### src/rtl/chroma_key_calibrator.sv
// chroma_key_calibrator
// Owns the packed {R,G,B} chroma-key threshold word. Thresholds come either
// from a manual load or from a one-frame calibration over a pixel window
// (max R + margin, min G - margin, max B + margin). Every new value is staged
// and only reaches the output filter on a frame_start, so the compositing
// stage never sees a threshold change mid-frame.
module chroma_key_calibrator #(
    parameter int unsigned R_WIDTH  = 5,
    parameter int unsigned G_WIDTH  = 6,
    parameter int unsigned B_WIDTH  = 5,
    parameter int unsigned X_WIDTH  = 11,
    parameter int unsigned Y_WIDTH  = 10,
    parameter int unsigned MARGIN_R = 1,
    parameter int unsigned MARGIN_G = 2,
    parameter int unsigned MARGIN_B = 1,
    localparam int unsigned PIXEL_SIZE = R_WIDTH + G_WIDTH + B_WIDTH,
    parameter logic [PIXEL_SIZE-1:0] RESET_FILTER = 16'h4508
) (
    input  logic                  i_clk,
    input  logic                  i_rst,
    input  logic                  i_frame_start,
    input  logic [X_WIDTH-1:0]    i_pixel_x,
    input  logic [Y_WIDTH-1:0]    i_pixel_y,
    input  logic                  i_fg_pixel_ready,
    input  logic [PIXEL_SIZE-1:0] i_fg_pixel_in,
    input  logic [X_WIDTH-1:0]    i_win_x0,
    input  logic [X_WIDTH-1:0]    i_win_x1,
    input  logic [Y_WIDTH-1:0]    i_win_y0,
    input  logic [Y_WIDTH-1:0]    i_win_y1,
    input  logic                  i_cal_start,
    input  logic [PIXEL_SIZE-1:0] i_manual_filter_in,
    input  logic                  i_manual_filter_load,
    output logic [PIXEL_SIZE-1:0] o_ctrl_green_screen_filter,
    output logic                  o_cal_busy,
    output logic                  o_cal_done,
    output logic                  o_cal_error
);

    typedef enum logic [1:0] {
        ST_IDLE,
        ST_ARM,
        ST_SAMPLE,
        ST_COMPUTE
    } state_t;

    state_t                r_state;
    logic [R_WIDTH-1:0]    r_max_r;
    logic [G_WIDTH-1:0]    r_min_g;
    logic [B_WIDTH-1:0]    r_max_b;
    logic [15:0]           r_count;
    logic [PIXEL_SIZE-1:0] r_pending;
    logic                  r_pending_valid;

    logic [R_WIDTH-1:0]    w_px_r;
    logic [G_WIDTH-1:0]    w_px_g;
    logic [B_WIDTH-1:0]    w_px_b;
    logic                  w_in_window;
    logic [R_WIDTH:0]      w_r_sum;
    logic [G_WIDTH:0]      w_g_diff;
    logic [B_WIDTH:0]      w_b_sum;
    logic [R_WIDTH-1:0]    w_r_thr;
    logic [G_WIDTH-1:0]    w_g_thr;
    logic [B_WIDTH-1:0]    w_b_thr;
    logic                  w_cal_stage;
    logic                  w_stage;
    logic [PIXEL_SIZE-1:0] w_stage_value;
    logic                  w_abort;

    assign w_px_r = i_fg_pixel_in[PIXEL_SIZE-1 -: R_WIDTH];
    assign w_px_g = i_fg_pixel_in[B_WIDTH +: G_WIDTH];
    assign w_px_b = i_fg_pixel_in[B_WIDTH-1:0];

    // Inclusive window test; an inverted window simply never matches.
    assign w_in_window = i_fg_pixel_ready
                      && (i_pixel_x >= i_win_x0) && (i_pixel_x <= i_win_x1)
                      && (i_pixel_y >= i_win_y0) && (i_pixel_y <= i_win_y1);

    // Threshold derivation: one extra bit catches overflow / borrow, then clamp.
    always_comb begin
        w_r_sum  = {1'b0, r_max_r} + (R_WIDTH+1)'(MARGIN_R);
        w_g_diff = {1'b0, r_min_g} - (G_WIDTH+1)'(MARGIN_G);
        w_b_sum  = {1'b0, r_max_b} + (B_WIDTH+1)'(MARGIN_B);
        w_r_thr  = w_r_sum[R_WIDTH]  ? '1 : w_r_sum[R_WIDTH-1:0];
        w_g_thr  = w_g_diff[G_WIDTH] ? '0 : w_g_diff[G_WIDTH-1:0];
        w_b_thr  = w_b_sum[B_WIDTH]  ? '1 : w_b_sum[B_WIDTH-1:0];
    end

    // A manual load always stages and takes priority over a calibration result.
    assign w_abort       = i_manual_filter_load && o_cal_busy;
    assign w_cal_stage   = (r_state == ST_COMPUTE) && (r_count != '0);
    assign w_stage       = i_manual_filter_load || w_cal_stage;
    assign w_stage_value = i_manual_filter_load ? i_manual_filter_in
                                                : {w_r_thr, w_g_thr, w_b_thr};

    // Staging register and frame-boundary commit of the active filter word.
    always_ff @(posedge i_clk) begin
        if (i_rst) begin
            o_ctrl_green_screen_filter <= RESET_FILTER;
            r_pending                  <= '0;
            r_pending_valid            <= 1'b0;
        end else begin
            // Commit uses the old pending value; a same-cycle stage write
            // survives as the next pending value.
            if (i_frame_start && r_pending_valid) begin
                o_ctrl_green_screen_filter <= r_pending;
            end
            if (w_stage) begin
                r_pending       <= w_stage_value;
                r_pending_valid <= 1'b1;
            end else if (i_frame_start) begin
                r_pending_valid <= 1'b0;
            end
        end
    end

    // Calibration FSM with sample accumulators and registered status outputs.
    always_ff @(posedge i_clk) begin
        if (i_rst) begin
            r_state     <= ST_IDLE;
            r_max_r     <= '0;
            r_min_g     <= '1;
            r_max_b     <= '0;
            r_count     <= '0;
            o_cal_busy  <= 1'b0;
            o_cal_done  <= 1'b0;
            o_cal_error <= 1'b0;
        end else begin
            o_cal_done  <= 1'b0;
            o_cal_error <= 1'b0;
            if (w_abort) begin
                r_state    <= ST_IDLE;
                o_cal_busy <= 1'b0;
            end else begin
                case (r_state)
                    ST_IDLE: begin
                        if (i_cal_start) begin
                            r_state    <= ST_ARM;
                            o_cal_busy <= 1'b1;
                        end
                    end
                    ST_ARM: begin
                        if (i_frame_start) begin
                            r_max_r <= '0;
                            r_min_g <= '1;
                            r_max_b <= '0;
                            r_count <= '0;
                            r_state <= ST_SAMPLE;
                        end
                    end
                    ST_SAMPLE: begin
                        if (i_frame_start) begin
                            r_state <= ST_COMPUTE;
                        end else if (w_in_window) begin
                            if (w_px_r > r_max_r) r_max_r <= w_px_r;
                            if (w_px_g < r_min_g) r_min_g <= w_px_g;
                            if (w_px_b > r_max_b) r_max_b <= w_px_b;
                            if (r_count != '1) r_count <= r_count + 16'd1;
                        end
                    end
                    ST_COMPUTE: begin
                        r_state    <= ST_IDLE;
                        o_cal_busy <= 1'b0;
                        if (r_count == '0) begin
                            o_cal_error <= 1'b1;
                        end else begin
                            o_cal_done <= 1'b1;
                        end
                    end
                    default: begin
                        r_state    <= ST_IDLE;
                        o_cal_busy <= 1'b0;
                    end
                endcase
            end
        end
    end

endmodule

### config.mk
export PLATFORM = sky130hd
export DESIGN_NAME = chroma_key_calibrator
export DESIGN_NICKNAME = d
export VERILOG_FILES = /design/src/rtl/chroma_key_calibrator.sv
export SDC_FILE = /design/constraint.sdc
export NUM_CORES = 1
export LEC_CHECK = 0
export BUFFER_PORTS_ARGS = -buffer_cell sky130_fd_sc_hd__buf_2
export CAP_MARGIN = 30
export CORE_UTILIZATION = 55
export DETAILED_ROUTE_END_ITERATION = 6
export PLACE_DENSITY = 0.82
export SETUP_SLACK_MARGIN = 0.15
export SYNTH_ARGS = -nofsm -noshare
export SYNTH_HDL_FRONTEND = slang
export SYNTH_SLANG_ARGS = --single-unit
### constraint.sdc
create_clock -name i_clk -period 5.8 [get_ports i_clk]
set_input_delay 0.29 -clock i_clk [delete_from_list [all_inputs] [get_ports i_clk]]
set_output_delay 0.29 -clock i_clk [all_outputs]
set_load 0.01 [all_outputs]
== Word level (Yosys, flattened, before mapping) ==
Cells that the tools add are included.
Word-level totals
  bits in registers: 70
  input bits: 101
Cells by class
  add/sub/neg operators: 4
  $lt $le $gt $ge: 7
  equal/unequal tests: 13
  mux-type cells: 33
  bitwise logic cells: 2
  reductions and logical operators: 22
Operators by type and width (number)
  $mux W16: 5
  $mux W5: 9
  $pmux W16 S2: 1
  $mux W6: 5
  $reduce_and A6 Y1: 4
  $pmux W5 S2: 2
  $ne A2 B2 Y1 const B: 9
  $add A16 B1 Y16 const B: 1
  $logic_not A16 Y1: 1
  $ne A16 B16 Y1 const B: 1
  $reduce_bool A16 Y1: 1
  $add A5 B1 Y6 const B: 2
  $pmux W6 S2: 1
  $ge A11 B11 Y1: 1
  $le A11 B11 Y1: 1
  $ge A10 B10 Y1: 1
  $gt A5 B5 Y1: 2
  $le A10 B10 Y1: 1
  $pmux W2 S4: 1
  $logic_and A1 B1 Y1: 7
  $sub A6 B2 Y7 const B: 1
  $lt A6 B6 Y1: 1
  $mux W2: 3
  $reduce_bool A2 Y1: 3
  11 further kinds: 17

== Longest topological paths before layout ==
Gate-level depths: netlist (run 1).
  depth after elaboration: 8
  depth in mapped cells: 11
  mapped depth without buffers: 9

== Worst setup path after synthesis (run 1) ==
Ideal clock, no wire load.
  path kind: input to register
  start: in i_win_x1[5]
  end: reg r_max_b[0]
  setup time: 117 ps
  arrival time: 2716 ps
  slack: 2967 ps
  stages: 10
  path buffers: 1
  cell sequence: inv_1 > ha_1 > a21o_1 > a21oi_2 > a21oi_1 > o41a_1 > or4b_4 > buf_6 > or4b_4 > a32o_1
Between the ends
  cells in the longest elaborated chain, start to end: 6
Ends and longest elaborated chain
  start: declaration: line 27  | input logic [X_WIDTH-1:0] i_win_x1,
  $le A11 B11 Y1: line 75  | && (i_pixel_x >= i_win_x0) && (i_pixel_x <= i_win_x1)
  $logic_and A1 B1 Y1: line 75
  $logic_and A1 B1 Y1 (2 in a row): line 76  | && (i_pixel_y >= i_win_y0) && (i_pixel_y <= i_win_y1);
  $ne A2 B2 Y1 (no line)
  $reduce_and A6 Y1 (no line)
  end signal: assignment: line 156  | if (w_px_b > r_max_b) r_max_b <= w_px_b;
  end: declaration: line 49  | logic [B_WIDTH-1:0] r_max_b;
No other way between the ends.
A chain may end at the register's enable or synchronous reset.

==> impl_metrics.prom, run 1 <==
# TYPE chip_impl_metric gauge
chip_impl_metric{name="drtAntennaViolNets",unit=""} 0
chip_impl_metric{name="cts.repair.resized",unit=""} 0
chip_impl_metric{name="detail_route.drc_violations",unit=""} 0
chip_impl_metric{name="tritoncts_num_sinks",unit=""} 70
chip_impl_metric{name="synth-warning-count",unit=""} 0
chip_impl_metric{name="max-cap-violations",unit=""} 0
chip_impl_metric{name="fin_nets",unit=""} 858
chip_impl_info{name="root_buffer",value="sky130_fd_sc_hd__clkbuf_8"} 1
chip_impl_info{name="crit_type",value="reg2reg"} 1
chip_impl_metric{name="num_vias",unit=""} 4600
chip_impl_metric{name="slew_headroom",unit=""} 0.305
chip_impl_metric{name="min_period",unit="ns"} 3.11
chip_impl_metric{name="synth_area_per_cell",unit="sq um"} 8.03
chip_impl_metric{name="layout-area-overhead-vs-synth",unit="%"} 18.0
chip_impl_metric{name="finalWeightedCongestion",unit=""} 0.909
chip_impl_metric{name="setup_total_negative_slack",unit="ns"} 0
chip_impl_metric{name="static-leakage-power",unit="nW"} 2.59
chip_impl_metric{name="starting_density_of_the_core",unit=""} 0.570
chip_impl_metric{name="path_buf_inv",unit=""} 0
chip_impl_metric{name="clk_pin_slew",unit="ns"} 0.08
chip_impl_metric{name="yosys.cell_types.count",unit=""} 55
chip_impl_metric{name="final-setup-viol-count",unit=""} 0
chip_impl_metric{name="synthCells",unit=""} 583
chip_impl_metric{name="clk-insertion-delay-late",unit="ns"} 0.35
chip_impl_info{name="grt_setup_unrepaired",value="no"} 1
chip_impl_metric{name="critPathRequiredTime",unit="ns"} 6.05
chip_impl_metric{name="yosys_register_bits",unit=""} 70
chip_impl_info{name="critical_path.slowest_cell",value="sky130_fd_sc_hd__a21oi_1"} 1
chip_impl_metric{name="htree_levels",unit=""} 3
chip_impl_metric{name="synth-async-reset-ratio",unit=""} 0
chip_impl_metric{name="fraction_of_the_yosys_area_taken_by_sequential_cells",unit=""} 0.299
chip_impl_metric{name="slew_viol_final",unit=""} 0
chip_impl_metric{name="postRouteWirelength",unit="microns"} 11700
chip_impl_info{name="synth_flop_cell",value="sky130_fd_sc_hd__dfxtp_1"} 1
chip_impl_metric{name="powerDensity",unit="mW/mm^2"} 227
chip_impl_metric{name="fp.dieArea",unit="sq mm"} 0.00889
chip_impl_metric{name="clock.fmax",unit="MHz"} 322
chip_impl_metric{name="io_pins",unit=""} 120
chip_impl_metric{name="post_cts_setup_bufs",unit=""} 0
chip_impl_metric{name="max_stage_delay",unit="ns"} 0.89
chip_impl_metric{name="arrival",unit="ns"} 3.36
chip_impl_metric{name="track_usage",unit=""} 0.265
chip_impl_metric{name="die_x",unit="microns"} 94.3
chip_impl_info{name="synth_top_family_by_area",value="simple AND/OR/NAND/NOR gates"} 1
chip_impl_metric{name="grt_pass1_wl",unit="microns"} 18800
chip_impl_metric{name="post_synth_mux_area_share",unit=""} 0.0128
chip_impl_metric{name="detail_route.first_pass.iterations",unit=""} 5
chip_impl_info{name="final_cell_mix",value="sky130_fd_sc_hd__buf_2, sky130_fd_sc_hd__nand2_1, sky130_fd_sc_hd__dfxtp_1"} 1
chip_impl_metric{name="grt_antenna_before_repair",unit=""} 0
chip_impl_metric{name="hold_violations",unit=""} 0
chip_impl_info{name="cp_cell_sequence",value="nand4_1, nor2_1, nand4_1, a21oi_1, nor2_1, o32a_1"} 1
chip_impl_metric{name="post_route_cells_drive_above_1_share",unit=""} 0.204
chip_impl_metric{name="clock_skew",unit="ns"} 0.0119
chip_impl_metric{name="routed_wire_length_per_instance",unit="microns"} 14.6
chip_impl_metric{name="slew_at_the_pin_with_the_worst_max_slew_slack",unit="ns"} 1.04
chip_impl_metric{name="cts.path.max_buffers",unit=""} 2
chip_impl_metric{name="viasPerCell",unit=""} 5.74
chip_impl_metric{name="port-buffer-count",unit=""} 119
chip_impl_metric{name="mapped_nets",unit=""} 750
chip_impl_metric{name="synthSimpleGateAreaFrac",unit=""} 0.234
chip_impl_info{name="timing.critical_path.from_type",value="flip-flop"} 1
chip_impl_metric{name="stdcell_count",unit=""} 801
chip_impl_metric{name="first_global_vias",unit=""} 4434
chip_impl_info{name="critPathTopFamily",value="compound AO/OA/AOI/OAI gates"} 1
chip_impl_metric{name="path_max_fanout",unit=""} 12
chip_impl_info{name="worst_setup_path_end_kind",value="flip-flop"} 1
chip_impl_metric{name="number_of_rows_in_the_core_area",unit=""} 33
chip_impl_info{name="run_status",value="finished, final reports clean"} 1
chip_impl_metric{name="grt_start_max_net_pins",unit=""} 39
chip_impl_metric{name="synth_enable_flop_cells",unit=""} 0
chip_impl_info{name="layout_commonest_cell",value="sky130_fd_sc_hd__buf_2"} 1
chip_impl_metric{name="place.detailed.instances",unit=""} 785
chip_impl_metric{name="cts_hold_bufs",unit=""} 0
chip_impl_metric{name="die_y",unit="microns"} 94.3
chip_impl_metric{name="grt_remaining_overflow",unit=""} 0
chip_impl_metric{name="dp_hpwl",unit="microns"} 8990
chip_impl_metric{name="synth-compound-area-share",unit=""} 0.192
chip_impl_metric{name="synthAdderAreaFrac",unit=""} 0.176
chip_impl_metric{name="peakVddDrop",unit="mV"} 0.111
chip_impl_metric{name="core_area",unit="sq mm"} 0.00822
chip_impl_metric{name="synth_area",unit="sq mm"} 0.00468
chip_impl_metric{name="insertedDiodeCount",unit=""} 0
chip_impl_metric{name="tritoncts.num_buffers",unit=""} 9
chip_impl_info{name="worstHoldPathType",value="in2reg"} 1
chip_impl_metric{name="yosys.area_share.xor_xnor",unit=""} 0.0150
chip_impl_metric{name="min_period_over_period",unit=""} 0.536
chip_impl_info{name="clock_tree_from_tritoncts",value="yes"} 1
chip_impl_metric{name="drtIter0Drc",unit=""} 313
per-stage QoR:
step / hold slack (ns) / util / worst slack [ns] / instance area (sq um) / power (mW)
2_1_floorplan: 0.416 / - / 2.97 / 4680 / 0.736
3_3_place_gp: 0.439 / 0.647 / 2.73 / 5320 / 0.825
3_5_place_dp: 0.444 / 0.647 / 2.64 / 5320 / 0.845
4_1_cts: 0.150 / 0.672 / 2.84 / 5530 / 1.25
5_1_grt: 0.158 / 0.672 / 2.48 / 5530 / 1.32
6_report: 0.158 / 0.672 / 2.69 / 5530 / 1.26
path summary, 6_finish.rpt:
| path | start | cells after the start | slack, ns | endpoint |
|---|---|---|---|---|
| worst max-delay path | r_count[3]$_SDFFE_PP0P_ | 6 | 2.69 | r_min_g[1]$_SDFFE_PP1P_ |
| worst min-delay path | i_fg_pixel_in[5] | 2 | 0.16 | r_min_g[0]$_SDFFE_PP1P_ |
| worst max register to register | r_count[3]$_SDFFE_PP0P_ | 6 | 2.69 | r_min_g[1]$_SDFFE_PP1P_ |
| worst min register to register | r_pending[9]$_SDFFE_PP0P_ | 2 | 0.46 | o_ctrl_green_screen_filter[9]$_SDFFE_PP0P_ |
synthesized netlist by cell type (all sizes together) (2+ instances only):
cell     count  area share
dfxtp       70        0.30
o41ai        2      0.0037
nor2        41       0.033
nor2b        5      0.0067
a31oi        2      0.0027
or4          3      0.0048
a22oi        3      0.0048
nand2b      13       0.017
nor4         7      0.0094
nand3b       5      0.0080
xor2         2      0.0037
a311oi       4      0.0075
nand2       72       0.058
and3         5      0.0067
o21ai       12       0.013
or4b         3      0.0088
nor4b        2      0.0037
and2         4      0.0053
a221oi       4      0.0075
or3          3      0.0040
o211ai       6      0.0096
nor3        16       0.017
nand4       15       0.020
ha          66        0.18
nor3b        2      0.0032
o311ai       4      0.0075
a21o         8       0.013
mux2i        6       0.013
o22ai        3      0.0040
o31ai        2      0.0032
o32a         6       0.013
o2111ai      2      0.0037
a21oi       39       0.042
nand3       20       0.021
a32o        10       0.021
a211oi      10       0.016
xnor2        6       0.011
clkbuf      21       0.017
inv         64       0.051
logic make-up after synthesis:
| logic type | after synthesis |
|---|---|
| xor gates and xnor gates | 8 |
| adders and majority gates | 66 |
| DFF | 70 |
| muxes | 6 |
| AOI/OAI and AO/OA | 127 |
| and+or+nand+nor | 220 |
| buffers and inverters | 86 |
metal layers:
layer | part of all wire | global-route usage | vias up
li1 | - | - | 2312
met1 | 0.43 | 0.307 | 2063
met2 | 0.48 | 0.463 | 195
met3 | 0.060 | 0.0413 | 30
met4 | 0.030 | 0.144 | 0
met5 | 0 | 0 | -
sequential cells by signal, indices dropped and copies added, names as in the netlist, 2 cells and up:
register and cells:
r_pending 16, r_max_b 5, r_state 2, r_count 16, r_min_g 6, o_ctrl_green_screen_filter 16, r_max_r 5
where the power goes:
part | switching, mW | internal, mW | leakage, nW
Combinational | 0.206 | 0.123 | 1.92
Sequential | 0.0131 | 0.500 | 0.569
Clock | 0.200 | 0.213 | 0.103
Total | 0.419 | 0.836 | 2.59
worst register-to-register path, cell delays in order, from the launching register on:
cell and delay, ns:
sky130_fd_sc_hd__dfxtp_1 0.46, sky130_fd_sc_hd__nand4_1 0.18, sky130_fd_sc_hd__nor2_1 0.49, sky130_fd_sc_hd__nand4_1 0.27, sky130_fd_sc_hd__a21oi_1 0.89, sky130_fd_sc_hd__nor2_1 0.31, sky130_fd_sc_hd__o32a_1 0.41
area by class of cell:
| cell class | count | area (sq um) |
|---|---|---|
| multi-input combinational | 427 | 2950 |
| fill | 681 | 2690 |
| sequential | 70 | 1400 |
| timing repair buffer | 119 | 596 |
| inverter | 64 | 240 |
| clock buffer | 10 | 138 |
| tap | 105 | 131 |
| clock inverter | 6 | 68.8 |
No activity file was read; power rests on OpenSTA's default activity.
==> inputs of run 2 (changes only) <==
CORE_UTILIZATION = 54   (was 55)
PLACE_DENSITY = 0.81   (was 0.82)
clock period = 3.1 ns   (was 5.8 ns; I/O delays follow)
==> impl_metrics.prom, run 2 (same netlist as run 1, synthesis figures left out) <==
# TYPE chip_impl_metric gauge
chip_impl_metric{name="insertedDiodeCount",unit=""} 0
chip_impl_metric{name="die_x",unit="microns"} 95.1
chip_impl_metric{name="grt_antenna_before_repair",unit=""} 0
chip_impl_info{name="crit_type",value="in2reg"} 1
chip_impl_metric{name="tritoncts.num_buffers",unit=""} 9
chip_impl_metric{name="layout-area-overhead-vs-synth",unit="%"} 19.4
chip_impl_info{name="clock_tree_from_tritoncts",value="yes"} 1
chip_impl_metric{name="sequential_power_share",unit=""} 0.396
chip_impl_metric{name="detail_route.drc_violations",unit=""} 0
chip_impl_info{name="root_buffer",value="sky130_fd_sc_hd__clkbuf_8"} 1
chip_impl_info{name="grt_setup_unrepaired",value="no"} 1
chip_impl_metric{name="max-cap-violations",unit=""} 0
chip_impl_metric{name="clock.fmax",unit="MHz"} 384
chip_impl_metric{name="place_ws",unit="ns"} 0.161
chip_impl_metric{name="hold_violations",unit=""} 0
chip_impl_metric{name="tritoncts_num_sinks",unit=""} 70
chip_impl_metric{name="slew_viol_final",unit=""} 0
chip_impl_metric{name="drtIter0Drc",unit=""} 306
chip_impl_metric{name="min_period_over_period",unit=""} 0.840
chip_impl_metric{name="viasPerCell",unit=""} 5.95
chip_impl_metric{name="die_y",unit="microns"} 95.1
chip_impl_metric{name="drtAntennaViolNets",unit=""} 0
chip_impl_info{name="reg.largest.list",value="o_ctrl_green_screen_filter x16, r_count x16, r_pending x16"} 1
chip_impl_metric{name="critPathRequiredTime",unit="ns"} 3.33
chip_impl_metric{name="clock_skew",unit="ns"} 0.0118
chip_impl_info{name="timing.critical_path.from_type",value="primary input"} 1
chip_impl_metric{name="postRouteWirelength",unit="microns"} 11900
chip_impl_info{name="run_status",value="finished, final reports clean"} 1
chip_impl_metric{name="clk_pin_slew",unit="ns"} 0.09
chip_impl_metric{name="clk-insertion-delay-late",unit="ns"} 0.35
chip_impl_metric{name="setup_total_negative_slack",unit="ns"} 0
chip_impl_metric{name="number_of_rows_in_the_core_area",unit=""} 33
chip_impl_metric{name="static-leakage-power",unit="nW"} 2.63
chip_impl_metric{name="path_max_fanout",unit=""} 17
chip_impl_metric{name="final-setup-viol-count",unit=""} 0
chip_impl_metric{name="cts.repair.resized",unit=""} 0
chip_impl_metric{name="num_vias",unit=""} 4803
chip_impl_metric{name="fin_nets",unit=""} 864
chip_impl_metric{name="cts.path.max_buffers",unit=""} 2
chip_impl_metric{name="starting_density_of_the_core",unit=""} 0.564
chip_impl_metric{name="arrival",unit="ns"} 2.84
chip_impl_metric{name="dp_hpwl",unit="microns"} 9240
chip_impl_metric{name="post_route_cells_drive_above_1_share",unit=""} 0.211
chip_impl_metric{name="finalInstanceArea",unit="sq mm"} 0.00559
chip_impl_metric{name="fp.dieArea",unit="sq mm"} 0.00905
chip_impl_metric{name="placed_area",unit="sq mm"} 0.00536
chip_impl_metric{name="port-buffer-count",unit=""} 119
chip_impl_metric{name="net_switching_share_of_the_total_power",unit=""} 0.325
chip_impl_info{name="final_cell_mix",value="sky130_fd_sc_hd__buf_2, sky130_fd_sc_hd__nand2_1, sky130_fd_sc_hd__dfxtp_1"} 1
chip_impl_metric{name="track_usage",unit=""} 0.271
chip_impl_metric{name="power_switching",unit="mW"} 0.789
chip_impl_metric{name="powerDensity",unit="mW/mm^2"} 435
chip_impl_info{name="worst_setup_path_end_kind",value="flip-flop"} 1
chip_impl_metric{name="detail_route.first_pass.iterations",unit=""} 5
chip_impl_metric{name="peakVddDrop",unit="mV"} 0.275
chip_impl_metric{name="htree_levels",unit=""} 3
chip_impl_metric{name="grt_start_max_net_pins",unit=""} 39
chip_impl_metric{name="core_area",unit="sq mm"} 0.00830
chip_impl_metric{name="io_pins",unit=""} 120
chip_impl_metric{name="slew_headroom",unit=""} 0.520
chip_impl_metric{name="cellInternalPower",unit="mW"} 1.64
chip_impl_metric{name="share_of_power_burned_in_the_clock_network",unit=""} 0.347
chip_impl_info{name="layout_commonest_cell",value="sky130_fd_sc_hd__buf_2"} 1
chip_impl_metric{name="grt_remaining_overflow",unit=""} 0
chip_impl_metric{name="slew_at_the_pin_with_the_worst_max_slew_slack",unit="ns"} 0.716
chip_impl_metric{name="routed_wire_length_per_instance",unit="microns"} 14.7
chip_impl_metric{name="comb_power_share",unit=""} 0.258
chip_impl_metric{name="grt_pass1_wl",unit="microns"} 19600
chip_impl_metric{name="min_period",unit="ns"} 2.61
chip_impl_metric{name="cts_hold_bufs",unit=""} 0
chip_impl_info{name="worstHoldPathType",value="in2reg"} 1
chip_impl_metric{name="post_cts_setup_bufs",unit=""} 0
chip_impl_metric{name="first_global_vias",unit=""} 4479
chip_impl_metric{name="finalWeightedCongestion",unit=""} 0.892
chip_impl_metric{name="layout_setup_ws",unit="ns"} 0.495
## run 2: changes by cell type in the layout (fill, tap and decap cells not counted), sizes merged
cell / previous run / this run
buf: 119 / 125
bufinv: 1 / 2
clkbuf: 10 / 9
clkinvlp: 1 / 0
inv: 66 / 67
## run 2: per-stage QoR
step,hold slack [ns],std cells,utilization,power (mW)
2_1_floorplan,0.281,583,-,1.38
3_3_place_gp,0.386,791,0.646,1.56
3_5_place_dp,0.397,791,0.646,1.59
4_1_cts,0.0375,807,0.674,2.43
5_1_grt,0.0516,807,0.674,2.56
6_report,0.0412,807,0.674,2.43
## run 2: layer usage
layer,part of all wire,GRT usage,up-vias
li1,-,-,2327
met1,0.43,0.312,2233
met4,0.029,0.126,0
met3,0.056,0.0431,32
met2,0.49,0.486,211
met5,0,0,-
## run 2: path summary, 6_finish.rpt
path / from / to / slack (ns) / depth (start not counted)
worst max register to register: r_count[0]$_SDFFE_PP0P_ / r_min_g[3]$_SDFFE_PP1P_ / 0.51 / 7
worst max-delay path: i_pixel_x[5] / r_max_b[0]$_SDFFE_PP0P_ / 0.49 / 9
worst min register to register: o_ctrl_green_screen_filter[0]$_SDFFE_PP0P_ / o_ctrl_green_screen_filter[0]$_SDFFE_PP0P_ / 0.46 / 2
worst min-delay path: i_manual_filter_in[11] / r_pending[11]$_SDFFE_PP0P_ / 0.04 / 3
## run 2: area by class of cell
type / instances / area [sq um]
Fill cell: 683 / 2710
Tap cell: 105 / 131
Clock buffer: 9 / 124
Inverter: 64 / 240
Multi-Input combinational cell: 427 / 2950
Clock inverter: 7 / 104
Timing Repair Buffer: 125 / 641
Sequential cell: 70 / 1400
## run 2: power groups by stage
stage               Clock [mW]  Combinational (mW)  Sequential (mW)
floorplan                    0               0.395            0.982
global placement             0               0.581            0.979
detailed placement           0               0.609            0.982
CTS                      0.848               0.618            0.962
global route             0.888               0.701            0.967
finish                   0.842               0.626            0.962
## run 2: worst max-delay path, cell delays in order
cell and delay, ns:
sky130_fd_sc_hd__buf_2 0.11, sky130_fd_sc_hd__ha_1 0.33, sky130_fd_sc_hd__a21o_1 0.19, sky130_fd_sc_hd__a21oi_2 0.12, sky130_fd_sc_hd__a21oi_1 0.08, sky130_fd_sc_hd__o41a_1 0.32, sky130_fd_sc_hd__or4b_4 0.64, sky130_fd_sc_hd__or4b_4 0.61
sky130_fd_sc_hd__a32o_1 0.29
